`config.mk`:
```
export PLATFORM = sky130hd
export DESIGN_NAME = fb_pixel_packer_flat
export DESIGN_NICKNAME = d
export VERILOG_FILES = /design/src/rtl/fb_pixel_packer_if.sv /design/src/rtl/fb_pixel_packer.sv /design/src/flat_wrapper.sv
export SDC_FILE = /design/constraint.sdc
export NUM_CORES = 1
export LEC_CHECK = 0
export CAP_MARGIN = 20
export CORE_UTILIZATION = 40
export CTS_BUF_LIST = sky130_fd_sc_hd__clkbuf_8 sky130_fd_sc_hd__clkbuf_16
export CTS_CLUSTER_DIAMETER = 60
export CTS_CLUSTER_SIZE = 12
export DETAILED_ROUTE_END_ITERATION = 8
export REMOVE_ABC_BUFFERS = 1
export SETUP_SLACK_MARGIN = 0.2
export SLEW_MARGIN = 15
export SYNTH_ARGS = -nofsm -noshare
export SYNTH_HDL_FRONTEND = slang
export SYNTH_SLANG_ARGS = --single-unit
```
`constraint.sdc`:
```
create_clock -name clk_33m -period 6.3 [get_ports clk_33m]
set_clock_uncertainty 0.2 [all_clocks]
set_input_delay 0.63 -clock clk_33m [delete_from_list [all_inputs] [get_ports clk_33m]]
set_output_delay 0.63 -clock clk_33m [all_outputs]
set_load 0.01 [all_outputs]
```
`src/rtl/fb_pixel_packer_if.sv`:
```
// Pixel-stream and framebuffer-write bus for fb_pixel_packer.
//   master : painter side; drives pix_*/flush, observes ram_*/idle/dropped
//   slave  : packer side; consumes pixels, drives RAM write port and status
interface fb_pixel_packer_if #(
    parameter int COOR_WIDTH   = 11,
    parameter int PIX_PER_WORD = 16,
    parameter int ADDR_WIDTH   = 15
);
    logic                      pix_valid;
    logic [COOR_WIDTH-1:0]     pix_x;
    logic [COOR_WIDTH-1:0]     pix_y;
    logic [1:0]                pix_palette;
    logic                      flush;
    logic                      ram_we;
    logic [ADDR_WIDTH-1:0]     ram_addr;
    logic [2*PIX_PER_WORD-1:0] ram_data;
    logic [PIX_PER_WORD-1:0]   ram_mask;
    logic                      idle;
    logic                      dropped;

    modport master (
        output pix_valid, pix_x, pix_y, pix_palette, flush,
        input  ram_we, ram_addr, ram_data, ram_mask, idle, dropped
    );

    modport slave (
        input  pix_valid, pix_x, pix_y, pix_palette, flush,
        output ram_we, ram_addr, ram_data, ram_mask, idle, dropped
    );
endinterface

```
`src/rtl/fb_pixel_packer.sv`:
```
// Packs a one-pixel-per-cycle (x, y, 2-bit palette) stream into masked
// framebuffer word writes. Adjacent pixels of the same word are merged in an
// accumulator; a word is written when it fills, when the stream moves to a
// different word, or on flush.
//   clk_33m : clock
//   rst     : synchronous, active-high reset
//   bus     : slave side of fb_pixel_packer_if (pixel in, RAM write out,
//             idle / sticky dropped status)
module fb_pixel_packer #(
    parameter int COOR_WIDTH   = 11,
    parameter int WIDTH        = 1280,
    parameter int HEIGHT       = 300,
    parameter int PIX_PER_WORD = 16,
    parameter int ADDR_WIDTH   = 15
) (
    input logic              clk_33m,
    input logic              rst,
    fb_pixel_packer_if.slave bus
);
    localparam int LANE_W = $clog2(PIX_PER_WORD);
    localparam int DATA_W = 2 * PIX_PER_WORD;
    localparam logic [COOR_WIDTH-1:0] X_LIM = COOR_WIDTH'(WIDTH);
    localparam logic [COOR_WIDTH-1:0] Y_LIM = COOR_WIDTH'(HEIGHT);
    localparam logic [ADDR_WIDTH-1:0] WORDS_PER_ROW = ADDR_WIDTH'(WIDTH / PIX_PER_WORD);
    localparam logic [COOR_WIDTH-1:0] PPW_C = COOR_WIDTH'(PIX_PER_WORD);

    typedef enum logic {EMPTY, ACCUM} state_t;

    state_t                  r_state, w_nxt_state;
    logic [ADDR_WIDTH-1:0]   r_acc_addr, w_nxt_acc_addr;
    logic [DATA_W-1:0]       r_acc_data, w_nxt_acc_data;
    logic [PIX_PER_WORD-1:0] r_acc_mask, w_nxt_acc_mask;

    // One-entry queue holding the new word that arrived together with flush
    logic                    r_q_valid, w_nxt_q_valid;
    logic [ADDR_WIDTH-1:0]   r_q_addr, w_nxt_q_addr;
    logic [DATA_W-1:0]       r_q_data, w_nxt_q_data;
    logic [PIX_PER_WORD-1:0] r_q_mask, w_nxt_q_mask;

    logic                    r_ram_we;
    logic [ADDR_WIDTH-1:0]   r_ram_addr;
    logic [DATA_W-1:0]       r_ram_data;
    logic [PIX_PER_WORD-1:0] r_ram_mask;
    logic                    r_dropped;

    logic                    w_in_range, w_accept, w_same;
    logic [ADDR_WIDTH-1:0]   w_addr;
    logic [LANE_W-1:0]       w_lane;
    logic [PIX_PER_WORD-1:0] w_onehot, w_merged_mask;
    logic [DATA_W-1:0]       w_pix_data, w_lane_bits, w_merged_data;

    logic                    w_we;
    logic [ADDR_WIDTH-1:0]   w_we_addr;
    logic [DATA_W-1:0]       w_we_data;
    logic [PIX_PER_WORD-1:0] w_we_mask;

    assign w_in_range = (bus.pix_x < X_LIM) && (bus.pix_y < Y_LIM);
    assign w_accept   = bus.pix_valid && w_in_range;
    assign w_addr     = ADDR_WIDTH'(bus.pix_y) * WORDS_PER_ROW + ADDR_WIDTH'(bus.pix_x / PPW_C);
    assign w_lane     = LANE_W'(bus.pix_x % PPW_C);
    assign w_onehot   = PIX_PER_WORD'(1) << w_lane;
    assign w_pix_data = DATA_W'(bus.pix_palette) << (2 * w_lane);
    assign w_lane_bits = DATA_W'(2'b11) << (2 * w_lane);
    assign w_same     = (w_addr == r_acc_addr);
    // Clear the lane before OR-ing so a repeated lane takes the newest value
    assign w_merged_data = (r_acc_data & ~w_lane_bits) | w_pix_data;
    assign w_merged_mask = r_acc_mask | w_onehot;

    always_ff @(posedge clk_33m) begin
        if (rst) r_state <= EMPTY;
        else     r_state <= w_nxt_state;
    end

    always_comb begin
        w_nxt_state    = r_state;
        w_nxt_acc_addr = r_acc_addr;
        w_nxt_acc_data = r_acc_data;
        w_nxt_acc_mask = r_acc_mask;
        w_nxt_q_valid  = 1'b0;
        w_nxt_q_addr   = r_q_addr;
        w_nxt_q_data   = r_q_data;
        w_nxt_q_mask   = r_q_mask;
        w_we           = 1'b0;
        w_we_addr      = r_acc_addr;
        w_we_data      = r_acc_data;
        w_we_mask      = r_acc_mask;
        case (r_state)
            EMPTY: begin
                // flush alone has no effect here; a pixel just starts a word
                if (w_accept) begin
                    w_nxt_acc_addr = w_addr;
                    w_nxt_acc_data = w_pix_data;
                    w_nxt_acc_mask = w_onehot;
                    w_nxt_state    = ACCUM;
                end
            end
            ACCUM: begin
                if (w_accept && w_same) begin
                    if (bus.flush || (&w_merged_mask)) begin
                        w_we           = 1'b1;
                        w_we_data      = w_merged_data;
                        w_we_mask      = w_merged_mask;
                        w_nxt_acc_data = '0;
                        w_nxt_acc_mask = '0;
                        w_nxt_state    = EMPTY;
                    end else begin
                        w_nxt_acc_data = w_merged_data;
                        w_nxt_acc_mask = w_merged_mask;
                    end
                end else if (w_accept) begin
                    w_we = 1'b1;
                    if (bus.flush) begin
                        // New word must also go out; park it for next cycle
                        w_nxt_q_valid  = 1'b1;
                        w_nxt_q_addr   = w_addr;
                        w_nxt_q_data   = w_pix_data;
                        w_nxt_q_mask   = w_onehot;
                        w_nxt_acc_data = '0;
                        w_nxt_acc_mask = '0;
                        w_nxt_state    = EMPTY;
                    end else begin
                        w_nxt_acc_addr = w_addr;
                        w_nxt_acc_data = w_pix_data;
                        w_nxt_acc_mask = w_onehot;
                    end
                end else if (bus.flush) begin
                    w_we           = 1'b1;
                    w_nxt_acc_data = '0;
                    w_nxt_acc_mask = '0;
                    w_nxt_state    = EMPTY;
                end
            end
            default: w_nxt_state = EMPTY;
        endcase
        // The queue is only loaded on the way to EMPTY, so the cycle it
        // drains the accumulator can only load, never emit.
        if (r_q_valid) begin
            w_we      = 1'b1;
            w_we_addr = r_q_addr;
            w_we_data = r_q_data;
            w_we_mask = r_q_mask;
        end
    end

    always_ff @(posedge clk_33m) begin
        if (rst) begin
            r_acc_addr <= '0;
            r_acc_data <= '0;
            r_acc_mask <= '0;
            r_q_valid  <= 1'b0;
            r_q_addr   <= '0;
            r_q_data   <= '0;
            r_q_mask   <= '0;
            r_ram_we   <= 1'b0;
            r_ram_addr <= '0;
            r_ram_data <= '0;
            r_ram_mask <= '0;
            r_dropped  <= 1'b0;
        end else begin
            r_acc_addr <= w_nxt_acc_addr;
            r_acc_data <= w_nxt_acc_data;
            r_acc_mask <= w_nxt_acc_mask;
            r_q_valid  <= w_nxt_q_valid;
            r_q_addr   <= w_nxt_q_addr;
            r_q_data   <= w_nxt_q_data;
            r_q_mask   <= w_nxt_q_mask;
            r_ram_we   <= w_we;
            if (w_we) begin
                r_ram_addr <= w_we_addr;
                r_ram_data <= w_we_data;
                r_ram_mask <= w_we_mask;
            end
            if (bus.pix_valid && !w_in_range) r_dropped <= 1'b1;
        end
    end

    assign bus.ram_we   = r_ram_we;
    assign bus.ram_addr = r_ram_addr;
    assign bus.ram_data = r_ram_data;
    assign bus.ram_mask = r_ram_mask;
    assign bus.dropped  = r_dropped;
    assign bus.idle     = (r_state == EMPTY) && !r_q_valid && !r_ram_we;
endmodule

```
`src/flat_wrapper.sv`:
```
// flat-port wrapper written by rule: the top's interface ports become plain ports
module fb_pixel_packer_flat 
#(
    parameter int COOR_WIDTH   = 11,
    parameter int WIDTH        = 1280,
    parameter int HEIGHT       = 300,
    parameter int PIX_PER_WORD = 16,
    parameter int ADDR_WIDTH   = 15
)
  (clk_33m, rst, bus_pix_valid, bus_pix_x, bus_pix_y, bus_pix_palette, bus_flush, bus_ram_we, bus_ram_addr, bus_ram_data, bus_ram_mask, bus_idle, bus_dropped);
  fb_pixel_packer_if #(.COOR_WIDTH(COOR_WIDTH), .PIX_PER_WORD(PIX_PER_WORD), .ADDR_WIDTH(ADDR_WIDTH)) bus_i ();
  input logic clk_33m;
  input logic rst;
  input wire logic [$bits(bus_i.pix_valid)-1:0] bus_pix_valid;
  input wire logic [$bits(bus_i.pix_x)-1:0] bus_pix_x;
  input wire logic [$bits(bus_i.pix_y)-1:0] bus_pix_y;
  input wire logic [$bits(bus_i.pix_palette)-1:0] bus_pix_palette;
  input wire logic [$bits(bus_i.flush)-1:0] bus_flush;
  output wire logic [$bits(bus_i.ram_we)-1:0] bus_ram_we;
  output wire logic [$bits(bus_i.ram_addr)-1:0] bus_ram_addr;
  output wire logic [$bits(bus_i.ram_data)-1:0] bus_ram_data;
  output wire logic [$bits(bus_i.ram_mask)-1:0] bus_ram_mask;
  output wire logic [$bits(bus_i.idle)-1:0] bus_idle;
  output wire logic [$bits(bus_i.dropped)-1:0] bus_dropped;
  assign bus_i.pix_valid = bus_pix_valid;
  assign bus_i.pix_x = bus_pix_x;
  assign bus_i.pix_y = bus_pix_y;
  assign bus_i.pix_palette = bus_pix_palette;
  assign bus_i.flush = bus_flush;
  assign bus_ram_we = bus_i.ram_we;
  assign bus_ram_addr = bus_i.ram_addr;
  assign bus_ram_data = bus_i.ram_data;
  assign bus_ram_mask = bus_i.ram_mask;
  assign bus_idle = bus_i.idle;
  assign bus_dropped = bus_i.dropped;
  fb_pixel_packer #(.COOR_WIDTH(COOR_WIDTH), .WIDTH(WIDTH), .HEIGHT(HEIGHT), .PIX_PER_WORD(PIX_PER_WORD), .ADDR_WIDTH(ADDR_WIDTH)) u_core (.clk_33m(clk_33m), .rst(rst), .bus(bus_i));
endmodule
```
==> run metrics, run 1 <==
outcome finished clean; CTS tree done; max_cap viols 0; Die W between 150 and 200 um; min Tclk post-route 5.62 ns; Detailed Routing Iterations Pass 1 5; clk root buf clkbuf_16; global-route wire length before repair 46,400 um; CTS sink count slightly below 200; fraction of layout cells with a size suffix above 1 8.11%; Post-Synthesis Cells ~1,200; DR DRC count 0; top_reg_cell synth dfxtp_1; Worst VDD drop roughly 0.15 mV; reg2reg setup slack approximately 2.8 ns; Die Y-Extent 161 um; port bufs 93; clk_lat worst skew approximately 0.45 ns; Setup Viol. Count Final 0; Initial Util between 40 and 50%; Die ar. between 20,000 and 30,000 um^2; Synth Register Bits 193; reg2reg path depth 8; Pins Over Slew Limit 0; mapped cell area ~10,000 um^2; most common cell after layout, fill and taps aside dfxtp_1; Syn-to-layout area delta 16.3%; Critical path origin bus_pix_y[1]; Final ANT Viol Nets 0; Tcrit/Tclk final between 80% and 90%; CTS resizes 0; Hold Path Class reg2reg; GRT overflow 0; DR WL/cell 18.1 um; EDFF count, synth 0; fill count 2,383; Worst slew margin between 40% and 50%; initial antenna violation count 0; number of global-route vias before repair around 8,600; GPL Wtd Cong 0.827; hold_ws between 0.2 and 0.3 ns; async set-or-reset flop fraction in the synthesized netlist 0%; crit end category flip-flop; Final Util ~48%; DRT Wirelength 28,400 um; routed vias 9,068; I/O pin cnt 94; Row Count 57; Synth warnings 0; GRT Overall Usage 22.3%; Clock transition at path regs 0.08 ns; Mean Syn Cell Area 8.35 um^2; leakage approximately 0.0036 uW; Setup CP Type in2reg; final hold vios 0; CTS buffer count 17; most frequent cells in the layout dfxtp_1 (192), nand2_1 (166), clkdlybuf4s50_1 (92); Core ar. 24,500 um^2; sequential fraction of the synthesis area between 30% and 40%; Post-CTS Hold Buffers 0; CP startpoint kind input pin; H-tree depth 4; vias per std cell just under 6; Hold Path Origin u_core.r_q_data[17]; WHS Path Cells 2; CP max FO 75; CP arrival 5.74 ns; maximum clock frequency ~180 MHz; Worst EP required 6.42 ns; worst r2r src u_core.r_acc_mask[1]; Iteration-0 DRC Markers 816; worst-margin pin slew roughly 0.88 ns; post-CTS setup buffer count 0; post-synth cell types 67; power per cell area around 220 nW/um^2; DPL Wire Length approximately 18,000 um; Clock Tree Buf Depth 2; RSZ-0062 raised after global routing no; largest net degree at the start of global routing 89; Nets about 1,300; Ant. Diodes 0
report_power, final:
| part | internal, uW | switching (uW) |
|---|---|---|
| Sequential | 1230 | 7.44 |
| Combinational | 111 | 195 |
| Clock | 530 | 524 |
| Total | 1870 | 726 |
stage by stage:
| stage | instance area (um^2) | worst slack, ns | TNS, ns | std cells | total power, uW |
|---|---|---|---|---|---|
| global route | 11700 | 0.252 | 0 | 1570 | 2690 |
| detailed placement | 11200 | 0.231 | 0 | 1537 | 1560 |
| CTS | 11700 | 0.672 | 0 | 1569 | 2610 |
| global placement | 11200 | 0.469 | 0 | 1537 | 1560 |
| floorplan | 9620 | -0.491 | -23.55 | 1096 | 1450 |
| finish | 11700 | 0.679 | 0 | 1570 | 2590 |
metal layers:
| metal | GRT usage (%) | part of all wire (%) | up-vias | wire length, um |
|---|---|---|---|---|
| met5 | 0 | 0 | - | 0 |
| met4 | 6.39 | 1.1 | 0 | 313 |
| met3 | 2.40 | 4.0 | 18 | 1150 |
| met2 | 34.7 | 45 | 201 | 12700 |
| met1 | 32.3 | 50 | 4329 | 14300 |
| li1 | - | - | 4520 | - |
cells by family (layout without fill, tap and decap cells):
logic type      after synthesis  count (layout)  share of synthesized area, %
simple gates                463             463                          25.0
compound gates              326             326                          22.5
flops                       193             193                          38.3
buf+inv                     146             184                          5.96
xor+xnor                     31              31                          2.69
mux                          29              29                          2.88
fa+ha+maj                    20              20                          2.63
cell usage after synthesis (all sizes together), types with 14 or more instances:
| cell | number | area, um^2 |
|---|---|---|
| inv | 34 | 128 |
| dfxtp | 193 | 3860 |
| o2bb2ai | 20 | 175 |
| or4b | 33 | 330 |
| buf | 31 | 170 |
| xnor2 | 17 | 149 |
| clkbuf | 81 | 304 |
| xor2 | 14 | 123 |
| nor4 | 27 | 169 |
| a21oi | 76 | 380 |
| a211oi | 15 | 118 |
| nand2 | 166 | 623 |
| mux2i | 29 | 290 |
| o31a | 19 | 166 |
| nor3 | 60 | 380 |
| ha | 18 | 225 |
| o211ai | 40 | 300 |
| o22ai | 14 | 87.6 |
| nand3 | 37 | 185 |
| o221ai | 15 | 131 |
| or3b | 14 | 123 |
| nor2 | 55 | 209 |
| o41ai | 14 | 123 |
| o21ai | 52 | 260 |
| a2111oi | 16 | 140 |
area by class of cell:
cell class / instances / area, um^2 / share of cell area (%)
clock buffers: 18 / 439 / 3.74
clock inverters: 14 / 123 / 1.04
inverters: 34 / 128 / 1.09
multi-input cells: 869 / 5640 / 48.0
flip-flops and latches: 193 / 3870 / 33.0
well taps: 324 / 405 / 3.45
repair buffers: 118 / 1140 / 9.68
flip-flops by register name, summed over array words and instances, names as in the netlist, 15 cells and up:
| name | count |
|---|---|
| u_core.r_q_addr | 15 |
| u_core.r_acc_addr | 15 |
| u_core.r_acc_data | 32 |
| u_core.bus.ram_addr | 15 |
| u_core.r_q_mask | 16 |
| u_core.r_acc_mask | 16 |
| u_core.bus.ram_data | 32 |
| u_core.r_q_data | 32 |
| u_core.bus.ram_mask | 16 |
final timing paths:
check,endpoint
hold reg to reg,u_core.r_q_data[17]
setup reg to reg,u_core.bus.ram_addr[12]
hold / removal,u_core.r_q_data[17]
setup / recovery,u_core.bus.ram_addr[12]
critical path: stages:
cell	delay, ns
clkdlybuf4s50_1	0.49
ha_1	0.32
ha_1	0.19
inv_1	0.07
fa_1	0.57
nand2b_1	0.22
or4_1	0.56
nor3_2	0.20
xnor2_1	0.23
xor2_1	0.32
nor3_1	0.13
a41oi_1	0.34
o21a_4	0.73
buf_4	0.29
nor3_1	0.05
a2111oi_0	0.38
No activity file was read; power rests on OpenSTA's default activity.
==> run 2, diff against run 1 <==
CTS_CLUSTER_SIZE = 30   (was 12)
==> results of run 2 <==
No change in the layout: final DEF, timing and power equal those of run 1.
==> run 3, diff against run 2 <==
SLEW_MARGIN = 5   (was 15)
==> results of run 3 <==
No change in the layout: final DEF, timing and power equal those of run 1.
